===== config.mk =====
export PLATFORM = sky130hd
export DESIGN_NAME = sd_dat_crc_tx
export DESIGN_NICKNAME = d
export VERILOG_FILES = /design/src/rtl/sd_pkg.sv /design/src/rtl/sd_crc16_serial.sv /design/src/rtl/sd_dat_crc_tx.sv
export SDC_FILE = /design/constraint.sdc
export NUM_CORES = 1
export LEC_CHECK = 0
export CORE_ASPECT_RATIO = 1.75
export CORE_MARGIN = 8
export CORE_UTILIZATION = 52
export DETAILED_ROUTE_END_ITERATION = 16
export HOLD_SLACK_MARGIN = 0.08
export PLACE_DENSITY = 0.82
export SLEW_MARGIN = 10
export SYNTH_ARGS = -nofsm -noshare
export SYNTH_HDL_FRONTEND = slang
export SYNTH_SLANG_ARGS = --single-unit
export TNS_END_PERCENT = 20

===== constraint.sdc =====
create_clock -name CLK -period 1.6 [get_ports CLK]
set_clock_uncertainty 0.05 [all_clocks]
set_input_delay 0.16 -clock CLK [delete_from_list [all_inputs] [get_ports CLK]]
set_output_delay 0.16 -clock CLK [all_outputs]
set_load 0.02 [all_outputs]

===== src/rtl/sd_pkg.sv =====
// Shared definitions for the SD DAT transmit path.
//   state_e     : framer states (IDLE, START, DATA, CRC, STOP)
//   CRC16_POLY  : CCITT polynomial x^16+x^12+x^5+1 (implicit x^16)
//   CRC16_INIT  : generator value after clear
//   crc16_step  : advance the CRC by one serial bit, MSB-first
package sd_pkg;

  typedef enum logic [2:0] {
    IDLE,
    START,
    DATA,
    CRC,
    STOP
  } state_e;

  localparam logic [15:0] CRC16_POLY = 16'h1021;
  localparam logic [15:0] CRC16_INIT = 16'h0000;

  function automatic logic [15:0] crc16_step(input logic [15:0] crc, input logic b);
    logic fb;
    fb = b ^ crc[15];
    return {crc[14:0], 1'b0} ^ (fb ? CRC16_POLY : 16'h0000);
  endfunction

endpackage


===== src/rtl/sd_crc16_serial.sv =====
// Serial CRC-16 (CCITT) generator, one bit per enabled cycle.
//   CLK     in   system clock
//   RST     in   synchronous active-high reset
//   clear   in   load CRC16_INIT (wins over enable)
//   enable  in   shift bit_in into the CRC this cycle
//   bit_in  in   serial data bit
//   crc     out  current CRC value
module sd_crc16_serial
  import sd_pkg::*;
(
  input  logic        CLK,
  input  logic        RST,
  input  logic        clear,
  input  logic        enable,
  input  logic        bit_in,
  output logic [15:0] crc
);

  logic [15:0] crc_q;
  logic [15:0] crc_d;

  always_comb begin
    crc_d = crc_q;
    if (clear) begin
      crc_d = CRC16_INIT;
    end else if (enable) begin
      crc_d = crc16_step(crc_q, bit_in);
    end
  end

  always_ff @(posedge CLK) begin
    if (RST) begin
      crc_q <= CRC16_INIT;
    end else begin
      crc_q <= crc_d;
    end
  end

  assign crc = crc_q;

endmodule


===== src/rtl/sd_dat_crc_tx.sv =====
// Transmit framer for one SD DAT line: start bit, 8*BLOCK_BYTES data bits
// MSB-first, 16 CRC bits MSB-first, end bit. Stalls with the card clock
// gated when the byte holding register is empty at a byte boundary.
//   CLK, RST    in   clock, synchronous active-high reset
//   start       in   begin a block (ignored while busy)
//   abort       in   return to idle immediately, no done
//   data_in     in   byte stream data, accepted on data_valid & data_ready
//   data_valid  in
//   data_ready  out
//   DAT_OUT     out  registered DAT line value
//   DAT_OE      out  pad output enable
//   sd_clk_en   out  high in each cycle a new DAT bit is presented
//   busy        out  high outside IDLE
//   done        out  one-cycle completion pulse
module sd_dat_crc_tx
  import sd_pkg::*;
#(
  parameter int unsigned BLOCK_BYTES = 512
) (
  input  logic       CLK,
  input  logic       RST,
  input  logic       start,
  input  logic       abort,
  input  logic [7:0] data_in,
  input  logic       data_valid,
  output logic       data_ready,
  output logic       DAT_OUT,
  output logic       DAT_OE,
  output logic       sd_clk_en,
  output logic       busy,
  output logic       done
);

  localparam int unsigned NBITS = 8 * BLOCK_BYTES;
  localparam int unsigned BW    = $clog2(NBITS);
  localparam int unsigned AW    = $clog2(BLOCK_BYTES + 1);

  state_e          state_q, state_d;
  logic [BW-1:0]   bit_cnt_q, bit_cnt_d;
  logic [3:0]      crc_idx_q, crc_idx_d;
  logic [AW-1:0]   acc_cnt_q, acc_cnt_d;
  logic [7:0]      shift_q, shift_d;
  logic [7:0]      hold_q, hold_d;
  logic            hold_full_q, hold_full_d;
  logic            dat_q, dat_d;
  logic            oe_q, oe_d;
  logic            clk_en_q, clk_en_d;
  logic            done_q, done_d;

  logic            accept;
  logic            load;
  logic            advance;
  logic            tx_bit;
  logic            crc_clear;
  logic            crc_en;
  logic [15:0]     crc_val;

  sd_crc16_serial u_crc (
    .CLK    (CLK),
    .RST    (RST),
    .clear  (crc_clear),
    .enable (crc_en),
    .bit_in (tx_bit),
    .crc    (crc_val)
  );

  assign busy       = (state_q != IDLE);
  assign data_ready = busy & ~hold_full_q & (acc_cnt_q < AW'(BLOCK_BYTES));
  assign accept     = data_valid & data_ready;

  // The state names the bit that the next edge loads into DAT_OUT, so the
  // line lags the state by one cycle; done is raised while leaving the
  // end-bit cycle, i.e. in IDLE while the pad is still enabled.
  always_comb begin
    state_d     = state_q;
    bit_cnt_d   = bit_cnt_q;
    crc_idx_d   = crc_idx_q;
    acc_cnt_d   = acc_cnt_q;
    shift_d     = shift_q;
    hold_d      = hold_q;
    dat_d       = dat_q;
    oe_d        = oe_q;
    clk_en_d    = 1'b0;
    done_d      = 1'b0;
    crc_clear   = 1'b0;
    crc_en      = 1'b0;
    tx_bit      = 1'b1;
    load        = 1'b0;
    advance     = 1'b0;

    unique case (state_q)
      IDLE: begin
        crc_clear = 1'b1;
        dat_d     = 1'b1;
        oe_d      = 1'b0;
        done_d    = oe_q;
        bit_cnt_d = '0;
        crc_idx_d = '0;
        acc_cnt_d = '0;
        if (start) begin
          state_d = START;
        end
      end
      START: begin
        dat_d    = 1'b0;
        oe_d     = 1'b1;
        clk_en_d = 1'b1;
        state_d  = DATA;
      end
      DATA: begin
        if (bit_cnt_q[2:0] == 3'd0) begin
          // Byte boundary: an empty holding register stalls the line.
          load    = hold_full_q;
          advance = hold_full_q;
          tx_bit  = hold_q[7];
          if (hold_full_q) begin
            shift_d = {hold_q[6:0], 1'b0};
          end
        end else begin
          advance = 1'b1;
          tx_bit  = shift_q[7];
          shift_d = {shift_q[6:0], 1'b0};
        end
        if (advance) begin
          dat_d    = tx_bit;
          clk_en_d = 1'b1;
          crc_en   = 1'b1;
          if (bit_cnt_q == BW'(NBITS - 1)) begin
            bit_cnt_d = '0;
            state_d   = CRC;
          end else begin
            bit_cnt_d = bit_cnt_q + BW'(1);
          end
        end
      end
      CRC: begin
        dat_d     = crc_val[4'd15 - crc_idx_q];
        clk_en_d  = 1'b1;
        crc_idx_d = crc_idx_q + 4'd1;
        if (crc_idx_q == 4'd15) begin
          state_d = STOP;
        end
      end
      STOP: begin
        dat_d    = 1'b1;
        clk_en_d = 1'b1;
        state_d  = IDLE;
      end
      default: begin
        state_d = IDLE;
      end
    endcase

    if (accept) begin
      hold_d    = data_in;
      acc_cnt_d = acc_cnt_q + AW'(1);
    end
    hold_full_d = (hold_full_q & ~load) | accept;

    if (abort) begin
      state_d     = IDLE;
      dat_d       = 1'b1;
      oe_d        = 1'b0;
      clk_en_d    = 1'b0;
      done_d      = 1'b0;
      hold_full_d = 1'b0;
      acc_cnt_d   = '0;
    end
  end

  always_ff @(posedge CLK) begin
    if (RST) begin
      state_q     <= IDLE;
      bit_cnt_q   <= '0;
      crc_idx_q   <= '0;
      acc_cnt_q   <= '0;
      shift_q     <= '0;
      hold_q      <= '0;
      hold_full_q <= 1'b0;
      dat_q       <= 1'b1;
      oe_q        <= 1'b0;
      clk_en_q    <= 1'b0;
      done_q      <= 1'b0;
    end else begin
      state_q     <= state_d;
      bit_cnt_q   <= bit_cnt_d;
      crc_idx_q   <= crc_idx_d;
      acc_cnt_q   <= acc_cnt_d;
      shift_q     <= shift_d;
      hold_q      <= hold_d;
      hold_full_q <= hold_full_d;
      dat_q       <= dat_d;
      oe_q        <= oe_d;
      clk_en_q    <= clk_en_d;
      done_q      <= done_d;
    end
  end

  assign DAT_OUT   = dat_q;
  assign DAT_OE    = oe_q;
  assign sd_clk_en = clk_en_q;
  assign done      = done_q;

endmodule


==> impl_metrics.env <==
export IMPL_gp_congestion=0.9306
export IMPL_grt_pass1_wl_um=12920
export IMPL_clk_latency_ns=0.36
export IMPL_clk_pin_slew_ns=0.08
export IMPL_htreeDepth=3
export IMPL_area_sequential_um2=1315
export IMPL_nFillCells=451
export IMPL_finalWorstSetupSlack_ns=-0.06783
export IMPL_max_cap_violations=0
export IMPL_post_drt_wl_per_cell_um=16.84
export IMPL_die_area_um2=8696
export IMPL_synth_edf_count=0
export IMPL_crit_fanout=5
export IMPL_p_leak_uw=0.001371
export IMPL_clock_sinks=65
export IMPL_worst_pin_slew_ns=0.4382
export IMPL_coreArea_um2=5787
export IMPL_power_density_nw_per_um2=888.0
export IMPL_layout_drive_gt1_share=0.2410
export IMPL_critPathKind="flip-flop to flip-flop"
export IMPL_min_period_ns=1.668
export IMPL_cts_hold_buf=0
export IMPL_cp_start_kind="flip-flop"
export IMPL_synthAdderAreaFrac=0.01635
export IMPL_syn_area_per_cell_um2=8.673
export IMPL_rows=37
export IMPL_antenna_cells=0
export IMPL_synthXorXnorAreaFrac=0.06130
export IMPL_synth_top_family_by_area="simple AND/OR/NAND/NOR gates"
export IMPL_max_freq_mhz=599.6
export IMPL_clk_root_buffer_cell="clkbuf_8"
export IMPL_drtPass1Iterations=4
export IMPL_rsz0062_at_grt="yes"
export IMPL_synth_cell_types=59
export IMPL_irDropWorstVdd_mv=0.7631
export IMPL_grt_usage=0.1896
export IMPL_synth_area_um2=3062
export IMPL_synth_cells=353
export IMPL_ff2ff_setup_slack_ns=-0.07
export IMPL_hold_viol=0
export IMPL_cts_tree="done"
export IMPL_vias=2799
export IMPL_grt_pass1_vias=2867
export IMPL_slew_headroom=0.7037
export IMPL_drtIter0Drc=204
export IMPL_viasPerCell=5.677
export IMPL_synth_compound_area_frac=0.1500
export IMPL_dieHeight_um=117.5
export IMPL_design_area_um2=3964
export IMPL_utilization=0.6850
export IMPL_antenna_found_initial=0
export IMPL_outcome="complete, but fails checks"
export IMPL_cts_buffers=9
export IMPL_synthMuxAreaShare=0.03515
export IMPL_hp_class="primary input to flip-flop"
export IMPL_synth_seq_cells=65
export IMPL_seq_area_frac_synth=0.4250
export IMPL_ys_warn_count=0
export IMPL_dpl_cell_area_um2=3558
export IMPL_wirelength_um=8301
export IMPL_drv_slew=0
export IMPL_syn_to_final_growth_pct=29.46
export IMPL_overflow=0
export IMPL_ioPinCount=19
export IMPL_synth_top_area_share=0.4250
export IMPL_drtAntennaViolNets=0
export IMPL_required_ns=1.84
export IMPL_period_share=1.042
export IMPL_synthSimpleGateAreaFrac=0.2669
export IMPL_async_flop_share=0
export IMPL_worstPathArrival_ns=1.91
export IMPL_drc=0
export IMPL_io_buffers=18
export IMPL_violations="negative setup slack"
export IMPL_start_util=0.5291
export IMPL_multi_input_area_um2=1733
export IMPL_synthFlopType="dfxtp_1"
export IMPL_dp_hpwl_um=5436
export IMPL_yosysTopAreaCell="dfxtp_1"
export IMPL_cts_buffer_depth=2
export IMPL_die_x_um=74.01
export IMPL_grt_max_degree=30
export IMPL_synthTopCellsByCount="dfxtp_1, nand2_1, nor2_1, a21oi_1, nand3_1"
export IMPL_synthTopCellsByArea="dfxtp_1, nand2_1, a21oi_1, nor2_1, nand3_1"
export IMPL_setup_violations=9
export IMPL_syn_num_nets=370
export IMPL_end_kind="flip-flop"
export IMPL_synth_most_common_cell="dfxtp_1"
export IMPL_nNetsFinal=427
==> routing by layer <==
metal / GRT usage / wire length [µm] / vias up
li1: - / - / 1356
met1: 0.1887 / 3154 / 1354
met2: 0.3213 / 4568 / 68
met3: 0.05973 / 335 / 21
met4: 0.1196 / 242 / 0
met5: 0 / 0 / -
==> registers in the layout, indices dropped and copies added (netlist names), 3 cells and up <==
register	flops
acc_cnt_q	10
bit_cnt_q	12
crc_idx_q	4
hold_q	8
shift_q	7
state_q	3
u_crc.crc	16
==> cell type report <==
type | instances | area share
multi-input cells | 263 | 0.4372
flip-flops and latches | 65 | 0.3318
repair buffers | 66 | 0.1433
clock buffers | 11 | 0.03819
well taps | 78 | 0.02462
clock inverters | 5 | 0.01957
inverters | 5 | 0.005366
==> placed cells by master, fill, tap and decap left out, types with 2 or more instances in the layout <==
master / netlist / routed
nand2_1: 61 / 61
dfxtp_1: 65 / 60
buf_4: 5 / 44
nor2_1: 37 / 35
a21oi_1: 32 / 32
clkdlybuf4s50_1: 0 / 16
nand3_1: 15 / 15
o21ai_0: 12 / 12
clkbuf_8: 0 / 11
nand4_1: 9 / 9
xor2_1: 8 / 8
xnor2_1: 8 / 8
a311oi_1: 6 / 6
nor3_1: 5 / 5
or3_1: 5 / 5
and3_1: 4 / 4
mux2i_1: 4 / 4
nor2b_1: 3 / 3
dfxtp_4: 0 / 3
inv_2: 1 / 2
nor3b_4: 1 / 2
inv_1: 4 / 2
mux2_2: 2 / 2
and4_1: 3 / 2
or3b_4: 2 / 2
nor2_4: 2 / 2
xor3_1: 2 / 2
a22oi_1: 2 / 2
mux4_2: 2 / 2
nand3b_1: 2 / 2
o311a_1: 2 / 2
o211ai_1: 2 / 2
nor2_2: 0 / 2
ha_1: 4 / 2
ha_4: 0 / 2
dfxtp_2: 0 / 2
clkinv_2: 0 / 2
bufinv_16: 0 / 2
buf_6: 2 / 2
buf_12: 0 / 2
==> critical path, stage by stage, from the launching register on <==
cell and delay [ns]:
dfxtp_4 0.38, or3b_4 0.44, a211oi_4 0.26, xor3_1 0.27, a21oi_1 0.19
==> cells by family after synthesis <==
group / after synthesis
AOI/OAI and AO/OA: 71
xor gates and xnor gates: 18
adders and majority gates: 4
buffers and inverters: 25
DFF: 65
muxes: 8
and+or+nand+nor: 162
==> final timing paths <==
check                           from                   endpoint  cells after the start
max          state_q[1]$_SDFFE_PP0P_  u_crc.crc[5]$_SDFFE_PP0P_                      4
min                       data_in[0]     hold_q[0]$_SDFFE_PP0P_                      3
max reg2reg  state_q[1]$_SDFFE_PP0P_  u_crc.crc[5]$_SDFFE_PP0P_                      4
min reg2reg  shift_q[1]$_SDFFE_PP0P_    shift_q[1]$_SDFFE_PP0P_                      2
==> per-stage QoR <==
stage | power [µW] | TNS, ns | cells | hold slack (ns) | setup WS, ns
after floorplan | 1802 | 0 | 353 | 0.2575 | 0.004383
after global routing | 3626 | -1.476 | 493 | 0.3046 | -0.1706
final | 3520 | -0.2488 | 493 | 0.3038 | -0.06783
after detailed placement | 1913 | -1.844 | 470 | 0.3969 | -0.1370
after CTS | 3519 | -0.03425 | 488 | 0.2938 | -0.02810
after global placement | 1907 | -0.2902 | 470 | 0.3930 | -0.06128
==> power by group <==
| group | switching [µW] | internal, µW | leakage [µW] |
|---|---|---|---|
| registers | 12.8 | 1630 | 0.000527 |
| clock network | 657 | 956 | 0.000115 |
| logic | 142 | 125 | 0.000729 |
==> what timing repair did <==
action,CTS,global route
setup buffers,2,5
setup endpoints to repair,37,40
pin swaps,3,14
cloned,0,0
resized for setup,17,21
(Power assumes the default switching activity.)
